$ cat src/rtl/apb_regfile_slave_if.sv
// ----------------------------------------------------------------------------
// apb_regfile_slave_if
// APB3 bus bundle between a requester and apb_regfile_slave.
//   paddr   : byte address            (requester -> completer)
//   pwdata  : write data              (requester -> completer)
//   pwrite  : 1 = write, 0 = read     (requester -> completer)
//   psel    : select                  (requester -> completer)
//   penable : access phase            (requester -> completer)
//   pready  : transfer completes      (completer -> requester)
//   prdata  : read data               (completer -> requester)
//   pslverr : error response          (completer -> requester)
// ----------------------------------------------------------------------------
interface apb_regfile_slave_if;
  logic [31:0] paddr;
  logic [31:0] pwdata;
  logic        pwrite;
  logic        psel;
  logic        penable;
  logic        pready;
  logic [31:0] prdata;
  logic        pslverr;

  modport slave (
    input  paddr, pwdata, pwrite, psel, penable,
    output pready, prdata, pslverr
  );

  modport master (
    output paddr, pwdata, pwrite, psel, penable,
    input  pready, prdata, pslverr
  );
endinterface

$ cat src/rtl/apb_regfile_slave.sv
// ----------------------------------------------------------------------------
// apb_regfile_slave
// APB3 completer holding DEPTH read/write 32-bit registers plus a read-only
// 16-bit transfer counter at the word just above the register bank. Each
// access phase is stretched by WAIT_STATES cycles; bad decodes answer with
// pslverr.
// Ports:
//   clk       : clock, rising edge
//   rst       : asynchronous active-low reset
//   bus       : APB3 slave modport (paddr/pwdata/pwrite/psel/penable in,
//               pready/prdata/pslverr out)
//   dbg_state : 1 while the FSM is in ACCESS, 0 in IDLE
// ----------------------------------------------------------------------------
// Handshake: a transfer starts with a setup cycle (psel=1, penable=0) and
// continues with access cycles (psel=1, penable=1). pready is the completer's
// "done" strobe; the transfer commits on the rising edge where
// psel & penable & pready are all 1. prdata/pslverr are meaningful only in
// that pready cycle and are forced to 0 otherwise. Dropping psel before
// pready abandons the transfer with no side effect.
module apb_regfile_slave #(
  parameter int unsigned DEPTH       = 16,
  parameter int unsigned WAIT_STATES = 1,
  parameter logic [31:0] BASE_ADDR   = 32'h0
) (
  input  logic               clk,
  input  logic               rst,
  apb_regfile_slave_if.slave bus,
  output logic               dbg_state
);

  localparam int unsigned IDX_W     = (DEPTH > 1) ? $clog2(DEPTH) : 1;
  localparam logic [31:0] CNT_OFF   = 32'(DEPTH);
  localparam logic [3:0]  WAIT_INIT = 4'(WAIT_STATES);

  typedef enum logic {IDLE = 1'b0, ACCESS = 1'b1} state_t;

  state_t           state, state_nxt;
  logic [3:0]       wait_cnt, wait_cnt_nxt;
  logic [31:0]      regs [DEPTH];
  logic [15:0]      txn_cnt;

  logic [31:0]      off;
  logic [IDX_W-1:0] idx;
  logic             is_cnt;
  logic             dec_err;
  logic             ready_int;
  logic             complete;
  logic             do_write;
  logic [31:0]      rd_word;

  // Word offset from the bank base. An address below BASE_ADDR wraps to a
  // huge offset and therefore lands in the error range.
  assign off    = (bus.paddr - BASE_ADDR) >> 2;
  assign idx    = off[IDX_W-1:0];
  assign is_cnt = (off == CNT_OFF);

  assign dec_err = (bus.paddr[1:0] != 2'b00) || (off > CNT_OFF) ||
                   (is_cnt && bus.pwrite);

  assign rd_word = is_cnt ? {16'h0, txn_cnt} : regs[idx];

  // pready comes purely from registered state, so it never depends
  // combinationally on the requester's inputs.
  assign ready_int = (state == ACCESS) && (wait_cnt == 4'd0);
  assign complete  = ready_int && bus.psel && bus.penable;
  assign do_write  = complete && bus.pwrite && !dec_err;

  assign bus.pready  = ready_int;
  assign bus.pslverr = ready_int && dec_err;
  assign bus.prdata  = (ready_int && !bus.pwrite && !dec_err) ? rd_word : 32'h0;

  assign dbg_state = (state == ACCESS);

  always_ff @(posedge clk or negedge rst) begin
    if (!rst) begin
      state    <= IDLE;
      wait_cnt <= 4'd0;
    end else begin
      state    <= state_nxt;
      wait_cnt <= wait_cnt_nxt;
    end
  end

  always_comb begin
    state_nxt    = state;
    wait_cnt_nxt = wait_cnt;
    case (state)
      IDLE: begin
        // An enable without a preceding setup is ignored.
        if (bus.psel && !bus.penable) begin
          state_nxt    = ACCESS;
          wait_cnt_nxt = WAIT_INIT;
        end
      end
      ACCESS: begin
        if (!bus.psel) begin
          state_nxt = IDLE;
        end else if (bus.penable) begin
          if (wait_cnt != 4'd0) begin
            wait_cnt_nxt = wait_cnt - 4'd1;
          end else begin
            state_nxt = IDLE;
          end
        end
      end
      default: state_nxt = IDLE;
    endcase
  end

  // Register bank and transfer counter. The counter increments on every
  // completion, errors included, and wraps naturally at 16 bits.
  always_ff @(posedge clk or negedge rst) begin
    if (!rst) begin
      for (int i = 0; i < int'(DEPTH); i++) begin
        regs[i] <= 32'h0;
      end
      txn_cnt <= 16'h0;
    end else begin
      if (do_write) begin
        regs[idx] <= bus.pwdata;
      end
      if (complete) begin
        txn_cnt <= txn_cnt + 16'd1;
      end
    end
  end

endmodule

$ cat src/flat_wrapper.sv
// flat-port wrapper written by rule: the top's interface ports become plain ports
module apb_regfile_slave_flat 
#(
  parameter int unsigned DEPTH       = 16,
  parameter int unsigned WAIT_STATES = 1,
  parameter logic [31:0] BASE_ADDR   = 32'h0
)
  (clk, rst, dbg_state, bus_paddr, bus_pwdata, bus_pwrite, bus_psel, bus_penable, bus_pready, bus_prdata, bus_pslverr);
  apb_regfile_slave_if bus_i ();
  input  logic clk;
  input  logic rst;
  output logic dbg_state;
  input wire logic [$bits(bus_i.paddr)-1:0] bus_paddr;
  input wire logic [$bits(bus_i.pwdata)-1:0] bus_pwdata;
  input wire logic [$bits(bus_i.pwrite)-1:0] bus_pwrite;
  input wire logic [$bits(bus_i.psel)-1:0] bus_psel;
  input wire logic [$bits(bus_i.penable)-1:0] bus_penable;
  output wire logic [$bits(bus_i.pready)-1:0] bus_pready;
  output wire logic [$bits(bus_i.prdata)-1:0] bus_prdata;
  output wire logic [$bits(bus_i.pslverr)-1:0] bus_pslverr;
  assign bus_i.paddr = bus_paddr;
  assign bus_i.pwdata = bus_pwdata;
  assign bus_i.pwrite = bus_pwrite;
  assign bus_i.psel = bus_psel;
  assign bus_i.penable = bus_penable;
  assign bus_pready = bus_i.pready;
  assign bus_prdata = bus_i.prdata;
  assign bus_pslverr = bus_i.pslverr;
  apb_regfile_slave #(.DEPTH(DEPTH), .WAIT_STATES(WAIT_STATES), .BASE_ADDR(BASE_ADDR)) u_core (.clk(clk), .rst(rst), .bus(bus_i), .dbg_state(dbg_state));
endmodule
$ cat config.mk
export PLATFORM = sky130hd
export DESIGN_NAME = apb_regfile_slave_flat
export DESIGN_NICKNAME = d
export VERILOG_FILES = /design/src/rtl/apb_regfile_slave_if.sv /design/src/rtl/apb_regfile_slave.sv /design/src/flat_wrapper.sv
export SDC_FILE = /design/constraint.sdc
export NUM_CORES = 1
export LEC_CHECK = 0
export ABC_AREA = 0
export BUFFER_PORTS_ARGS = -buffer_cell sky130_fd_sc_hd__buf_2
export CAP_MARGIN = 0
export CORE_ASPECT_RATIO = 1.2
export CORE_MARGIN = 2
export CORE_UTILIZATION = 41
export DETAILED_ROUTE_END_ITERATION = 8
export SLEW_MARGIN = 5
export SYNTH_ARGS = -nofsm -noshare
export SYNTH_HDL_FRONTEND = slang
export SYNTH_SLANG_ARGS = --single-unit
export TNS_END_PERCENT = 50
$ cat constraint.sdc
create_clock -name clk -period 2.4 [get_ports clk]
set_input_delay 0.24 -clock clk [delete_from_list [all_inputs] [get_ports clk]]
set_output_delay 0.24 -clock clk [all_outputs]
set_load 0.05 [all_outputs]
==> impl_results.md, run 1 <==
- Maximum number of pins on one net before global-route repair: 112
- Site Rows: 98
- Detail-routed net length per standard cell: 27.8 um
- Tcrit/Tclk final: 1.13
- Result of the run: finished, violations left
- Maximum cell stage delay along the critical path: 380 ps
- CP max-delay cell: dfrtp_1
- Hold path depth: 2
- Nature of the critical path endpoint: output pin
- Final RePlAce weighted congestion: 0.763
- Number of placed I/O pins: 104
- Post-detailed-routing wire length: 72.9 mm
- Clock Root Buffer: clkbuf_16
- EDFF count, synth: 0
- Global-route congestion overflow total: 0
- Crit Path Max Fanout: 8
- Post-synthesis instance total: 1535
- Library cell with the largest summed area after synthesis: dfrtp_1
- Maximum number of buffers from clock root to sink: 3
- Overall power after layout: 19100 uW
- Post-synth cell types: 44
- Floorplan Core Area: 59500 um^2
- Leakage power of the design: 0.0151 uW
- TritonRoute pass-1 iters: 5
- Post-Place Cells: 2421
- Height of the chip: 272 um
- Clock-pin transition on the worst setup and hold timing paths: 60 ps
- Antenna violations before repair: 3
- Dominant synthesized flop cell: dfrtp_1
- Wire length of the first global-routing pass: 98.5 mm
- Maximum vdd ir drop: 0.483 mV
- Count of fill cells added during filler insertion: 4780
- Most common library cell in the layout ignoring fill and taps: dfrtp_1
- Die ar.: 62000 um^2
- Setup repair after global routing missed its margin: true
- Setup-failing EPs final: 538
- Category of the most critical setup path: reg2out
- Crit path time final: 2720 ps
- Warning count from the yosys run: 0
- Placed instance area: 27000 um^2
- Share of the core filled with cells: 0.532
- Source of the worst register-to-register timing path: u_core.wait_cnt[0]$_DFFE_PN0P_
- Worst reg2reg endpoint: u_core.regs[408]$_DFFE_PN0P_
- Slew at the pin with the worst max-slew slack: 662 ps
- Finished Layout Cells: 2620
- Type of origin of the critical path: register
- Switching power share of the total: 0.222
- Mapped Nets: 1606
- Clock share of power: 0.475
- Synthesized area: 24600 um^2
- Final ANT Viol Nets: 0
- Power Dens Cells: 605 nW/um^2
- Post-synthesis sequential element count: 533
- Overall fraction of global-route tracks in use: 0.213
- Vias per std cell: 5.65
- Required time of the critical path: 2160 ps
- Via count: 14800
- Number of slew-limit violations in the final report: 0
- Flop2flop setup slack: -300 ps
- Part of the total power dissipated in combinational logic: 0.052
- HP Start: bus_pwdata[14]
- Hold-critical path endpoint: u_core.regs[78]$_DFFE_PN0P_
- Normalized max-slew margin: 0.559
- Vias in the first global route: 15700
- Number of max-cap violations: 0
- Post-route standard cell area excluding fillers: 31600 um^2
- Violations in the final reports: negative setup slack
- Clock skew after layout: 13.5 ps
- Dominant cells by area after synthesis: dfrtp_1 (54%), mux2_2 (22%), mux4_2 (13%), mux2_1 (2.0%), a22oi_1 (0.98%)
- Share of the yosys chip area belonging to registers: 0.542
- Proportion of synthesized flip-flops having asynchronous set or reset: 1.00
- Share of final-layout standard cells stronger than drive strength 1: 0.595
- H-tree levels: 2
- Number of sinks on the clock net: 533
- Relative contribution of sequential cells to total power: 0.473
- HPWL after detailed placement: 37.9 mm
- Dominant delay contributor by cell family on the critical path: simple AND/OR/NAND/NOR gates
- Number of buffer and inverter stages on the critical path: 4
- Class of the tightest hold or removal check: in2reg
- Number of remaining DRC errors: 0
- Internal power component: 14900 uW
- P&R area growth vs syn: 28.7%
- Net count reported at finish: 1845
- Top library cells by usage in the layout, fill and taps aside: dfrtp_1 (532), mux2_2 (313), mux2_4 (170), mux4_2 (144), clkbuf_16 (80)
- TritonCTS buffer count: 56
- Worst reg-to-reg path cell count: 13
- Share of Yosys cell area claimed by the top area cell type: 0.542
- Port Buf Inserts: 103
- PnR worst setup slack: -316 ps
- Number of DRC violations after detailed-routing iteration 0: 1049
- Maximum frequency from static timing analysis: 0.368 GHz
- Worst-Skew Late Latency: 610 ps
- Pre-CTS setup slack: -44.3 ps
- Cell Chain, Critical Path: inv_2 -> ha_4 -> and4bb_4 -> nand2b_4 -> nor4_4 -> buf_6 -> buf_12 -> and2_4 -> buf_8
- Synth Area per Inst: 16.0 um^2
- Final hold violation count: 0
- Initial Utilization: 0.414
- Net load switching power: 4260 uW
- TritonCTS clock tree: built
- Critical path arrival: 2480 ps
- Die width: 228 um
synth_stat cells, types with 6 or more instances:
cell type	number
a22oi_1	32
mux4_2	144
a22o_1	18
nor2_1	10
nand4_1	8
mux2_1	44
buf_2	43
nand3_1	13
and2_1	19
xnor2_1	6
nor4_1	6
nor4_4	11
nor4_2	8
nand2_1	29
dfrtp_1	533
buf_4	23
xor2_1	9
mux2_2	470
clkbuf_1	60
inv_1	6
registers in the layout, indices dropped and copies added (netlist names):
signal            flops
u_core.regs         512
u_core.txn_cnt       16
u_core.wait_cnt       4
u_core.dbg_state      1
kinds of logic after synthesis:
group                    after synthesis  synth area share
XOR/XNOR                              15           0.00534
buffers and inverters                138            0.0271
multiplexers                         659             0.368
AO/OA/AOI/OAI                         59            0.0187
flip-flops                           533             0.542
adder cells (fa/ha/maj)                2           0.00102
AND/OR/NAND/NOR                      129            0.0378
layout make-up:
cell class	count	area, um^2	share of cell area
flip-flops and latches	533	13300	0.422
clock inverters	18	298	0.00941
diodes	1	2.50	0.0000791
multi-input cells	864	11400	0.360
inverters	6	22.5	0.000712
well taps	800	1000	0.0316
repair buffers	313	3950	0.125
clock buffers	85	1620	0.0513
stage by stage:
stage,hold slack (ps),setup TNS [ps]
final,79.3,-79650
after CTS,47.2,-32450
after global placement,169,-62.7
after floorplan,-55.6,-2390
after detailed placement,174,-770
after global routing,102,-127560
worst max-delay path by stage:
| stage | depth (start not counted) | end | slack, ps | start |
|---|---|---|---|---|
| after floorplan | 6 | bus_prdata[22] | -110 | bus_paddr[14] |
| after global placement | 8 | u_core.regs[476]$_DFFE_PN0P_ | -7 | u_core.wait_cnt[0]$_DFFE_PN0P_ |
| after detailed placement | 8 | u_core.regs[479]$_DFFE_PN0P_ | -40 | u_core.wait_cnt[0]$_DFFE_PN0P_ |
| after CTS | 9 | bus_prdata[27] | -460 | u_core.wait_cnt[0]$_DFFE_PN0P_ |
| after global routing | 9 | bus_prdata[27] | -400 | u_core.wait_cnt[1]$_DFFE_PN0P_ |
| final | 9 | bus_prdata[30] | -320 | u_core.wait_cnt[0]$_DFFE_PN0P_ |
repair_timing:
action	4_1_cts	5_1_grt
gates cloned	11	37
pin swaps	21	5
hold buffers	4	0
setup buffers	14	30
gates resized for setup	225	144
setup endpoints to repair	154	545
hold endpoints to repair	123	0
routing by layer:
| metal | GRT usage | share of wire |
|---|---|---|
| met5 | 0 | 0.00025 |
| met4 | 0.0659 | 0.037 |
| met3 | 0.0296 | 0.042 |
| met2 | 0.362 | 0.51 |
| met1 | 0.282 | 0.41 |
power by group through the flow:
stage                     clock network [uW]  logic [uW]  registers (uW)
after floorplan                            0         384            9210
after global placement                     0         936            9210
after detailed placement                   0         956            9210
after CTS                               9280         994            9050
after global routing                    9670        1080            9040
final                                   9090         992            9050
No activity file was read; power rests on OpenSTA's default activity.
==> run 2: changes to the inputs <==
Settings changed: CELL_PAD_IN_SITES_DETAIL_PLACEMENT set to 2, CELL_PAD_IN_SITES_GLOBAL_PLACEMENT set to 2, PLACE_DENSITY_LB_ADDON set to 0.1.
==> run 2 against run 1 <==
Effect of this change: the run still ends with negative setup slack left; utilization grew 1.7 points; hold slack gained 12 ps; register-to-register slack lost 20 ps; via count grew 5.6%; count of clock-buffer cells in the layout grew 2; wire length grew 23%; global-route usage grew 5.2 points; power grew 0.27%; sequential power is essentially flat; non-clock buffer count grew 31; clock skew grew 8.5 ps; sequential cell count is the same; critical path type is now reg2reg; largest power group is now sequential cells; highest routed layer unchanged.
==> impl_results.md, run 2 (synthesized netlist as in run 1, its figures left out) <==
- Most common library cell in the layout ignoring fill and taps: dfrtp_1
- Clock-pin transition on the worst setup and hold timing paths: 60 ps (about the same)
- Vias per std cell: 5.90 (+4.4%)
- Post-route setup TNS: -93480 ps (-13820 ps)
- Register ranked first by flip-flop count: u_core.regs
- Crit Path Max Fanout: 6 (-2)
- Initial Utilization: 0.414 (unchanged)
- Critical path arrival: 3240 ps (+760 ps)
- Category of the most critical setup path: reg2reg
- Met3 usage in global routing: 0.0545 (+0.0249)
- Via count: 15600 (+5.6%)
- Setup repair after global routing missed its margin: true
- Height of the chip: 272 um (unchanged)
- Gr busiest metal: met2
- Worst reg2reg endpoint: u_core.regs[248]$_DFFE_PN0P_
- Class of the tightest hold or removal check: in2reg
- Final hold violation count: 0 (unchanged)
- Site Rows: 98 (unchanged)
- Top library cells by usage in the layout, fill and taps aside: dfrtp_1 (532), mux2_4 (314), mux2_2 (199), mux4_2 (144), buf_12 (92)
- Number of slew-limit violations in the final report: 0 (unchanged)
- Clock skew after layout: 22.0 ps (+8.52 ps)
- Number of remaining DRC errors: 0 (unchanged)
- Dominant delay contributor by cell family on the critical path: buffers and inverters
- PnR worst setup slack: -321 ps (-5.00 ps)
- Result of the run: finished, violations left
- Die ar.: 62000 um^2 (unchanged)
- Power Dens Cells: 588 nW/um^2 (-2.9%)
- Final RePlAce weighted congestion: 0.740 (-3.0%)
- Largest registers: u_core.regs (512), u_core.txn_cnt (16), u_core.wait_cnt (4)
- Maximum vdd ir drop: 0.633 mV (+31%)
- Pre-CTS setup slack: -116 ps (-71.6 ps)
- Type of origin of the critical path: register
- Required time of the critical path: 2920 ps (+760 ps)
- Vias in the first global route: 17500 (+11%)
- Violations in the final reports: negative setup slack
- Hold-critical path endpoint: u_core.regs[445]$_DFFE_PN0P_
- Port Buf Inserts: 103 (unchanged)
- P&R area growth vs syn: 32.8%
- CP max-delay cell: dfrtp_1
- Cell Chain, Critical Path: inv_2 -> ha_4 -> and4bb_2 -> buf_6 -> nand3_4 -> buf_6 -> buf_6 -> buf_6 -> nor4_4 -> buf_6 -> clkbuf_16 -> mux2_4
- TritonCTS buffer count: 58 (+3.6%)
- Detail-routed net length per standard cell: 33.9 um (+22%)
- Maximum number of pins on one net before global-route repair: 87 (-22%)
- Met2 Resource Use GR: 0.446 (+0.0841)
- Met1 Track Usage GR: 0.343 (+0.0609)
- Slew at the pin with the worst max-slew slack: 572 ps (-90.0 ps)
- Maximum frequency from static timing analysis: 0.367 GHz (-0.18%)
- Number of placed I/O pins: 104 (unchanged)
- Antenna Diode Count: 0 (-1)
- Hold path depth: 2 (unchanged)
- Source of the worst register-to-register timing path: u_core.wait_cnt[0]$_DFFE_PN0P_
- Normalized max-slew margin: 0.617 (+0.0586)
- Final ANT Viol Nets: 0 (unchanged)
- Setup-failing EPs final: 542 (+0.74%)
- Post-detailed-routing wire length: 89.9 mm (+23%)
- HP Start: bus_pwdata[29]
- Tcrit/Tclk final: 1.13 (+0.00208)
- Cell with the most instances on the worst path: buf_6
- Die width: 228 um (unchanged)
- TritonRoute pass-1 iters: 5 (unchanged)
- Floorplan Core Area: 59500 um^2 (unchanged)
- Crit path time final: 2720 ps (+5.00 ps)
- Worst reg-to-reg path cell count: 12 (-1)
- HPWL after detailed placement: 45.7 mm (+20%)
- Nature of the critical path endpoint: register
- TritonCTS clock tree: built
- Worst-Skew Late Latency: 640 ps (+30 ps)
- Clock Root Buffer: clkbuf_16
- Global-route congestion overflow total: 0 (unchanged)
- Max FFs per register: 512 (unchanged)
- Flop2flop setup slack: -320 ps (-20 ps)
- Wire length of the first global-routing pass: 119 mm (+21%)
- Leakage power of the design: 0.0154 uW (+2.2%)
- Maximum cell stage delay along the critical path: 400 ps (+20 ps)
- Maximum number of buffers from clock root to sink: 3 (unchanged)
- Number of max-cap violations: 0 (unchanged)
- Share of final-layout standard cells stronger than drive strength 1: 0.623 (+0.0280)
- Overall fraction of global-route tracks in use: 0.265 (+0.0525)
- H-tree levels: 2 (unchanged)
- Number of buffer and inverter stages on the critical path: 7 (+3)
- Net count reported at finish: 1878 (+1.8%)
- Number of DRC violations after detailed-routing iteration 0: 1045 (-0.38%)
- Number of sinks on the clock net: 533 (unchanged)
- Antenna violations before repair: 2 (-1)
-- run 2: changes by cell type in the layout (fill, tap and decap cells not counted), sizes merged --
| cell | delta |
|---|---|
| clkinvlp | -2 |
| buf | +43 |
| bufinv | -6 |
| clkbuf | -10 |
| clkinv | +4 |
| diode | -1 |
-- run 2: cell type report --
| class | instances | area [um^2] |
|---|---|---|
| inverters | 6 | 22.5 |
| clock buffers | 87 | 1730 |
| well taps | 800 | 1000 |
| multi-input cells | 864 | 12000 |
| flip-flops and latches | 533 | 13300 |
| repair buffers | 344 | 4480 |
| fillers | 5028 | 26800 |
| clock inverters | 14 | 134 |
-- run 2: metrics by stage --
stage | hold WS [ps] | cells | total power, uW | utilization | cell area [um^2]
global placement | 177 | 2449 | 10200 | 0.462 | 27500
detailed placement | 176 | 2449 | 10300 | 0.462 | 27500
finish | 91.8 | 2648 | 19200 | 0.549 | 32700
floorplan | -55.6 | 1535 | 9600 | - | 24700
global route | 122 | 2648 | 19800 | 0.549 | 32700
CTS | 48.5 | 2619 | 19200 | 0.520 | 30900
-- run 2: what timing repair did --
action                                  CTS  global route
pin swaps                                11            11
endpoints found under the hold margin   176             0
cloned                                   21            15
gates resized for setup                 142           408
endpoints found under the setup margin  397           545
setup buffers                            44            27
hold buffers                              4             0
-- run 2: where the power goes --
group | internal (uW) | total [uW] | switching, uW
Clock | 5150 | 9020 | 3870
Combinational | 407 | 1120 | 710
Sequential | 9020 | 9050 | 32.4
Total | 14600 | 19200 | 4610
-- run 2: worst reg2reg max path, delay by kind of cell, from the launching register on --
family	cells	cell delay (ps)
DFF	1	400
muxes	1	320
adders and majority gates	1	140
and+or+nand+nor	3	690
buffers and inverters	7	1070
-- run 2: per-layer routing --
layer	wire (um)	up-vias
met5	15	-
li1	-	6292
met3	3270	153
met2	45400	387
met4	2930	4
met1	38300	8792
-- run 2: worst max-delay path by stage --
stage | cells past startpoint | end | from
6_report | 12 | u_core.regs[248]$_DFFE_PN0P_ | u_core.wait_cnt[0]$_DFFE_PN0P_
5_1_grt | 12 | u_core.regs[110]$_DFFE_PN0P_ | u_core.wait_cnt[0]$_DFFE_PN0P_
4_1_cts | 10 | bus_prdata[24] | u_core.wait_cnt[1]$_DFFE_PN0P_
3_5_place_dp | 8 | u_core.regs[184]$_DFFE_PN0P_ | bus_paddr[22]
3_3_place_gp | 8 | bus_prdata[1] | bus_paddr[2]
2_1_floorplan | 6 | bus_prdata[22] | bus_paddr[14]
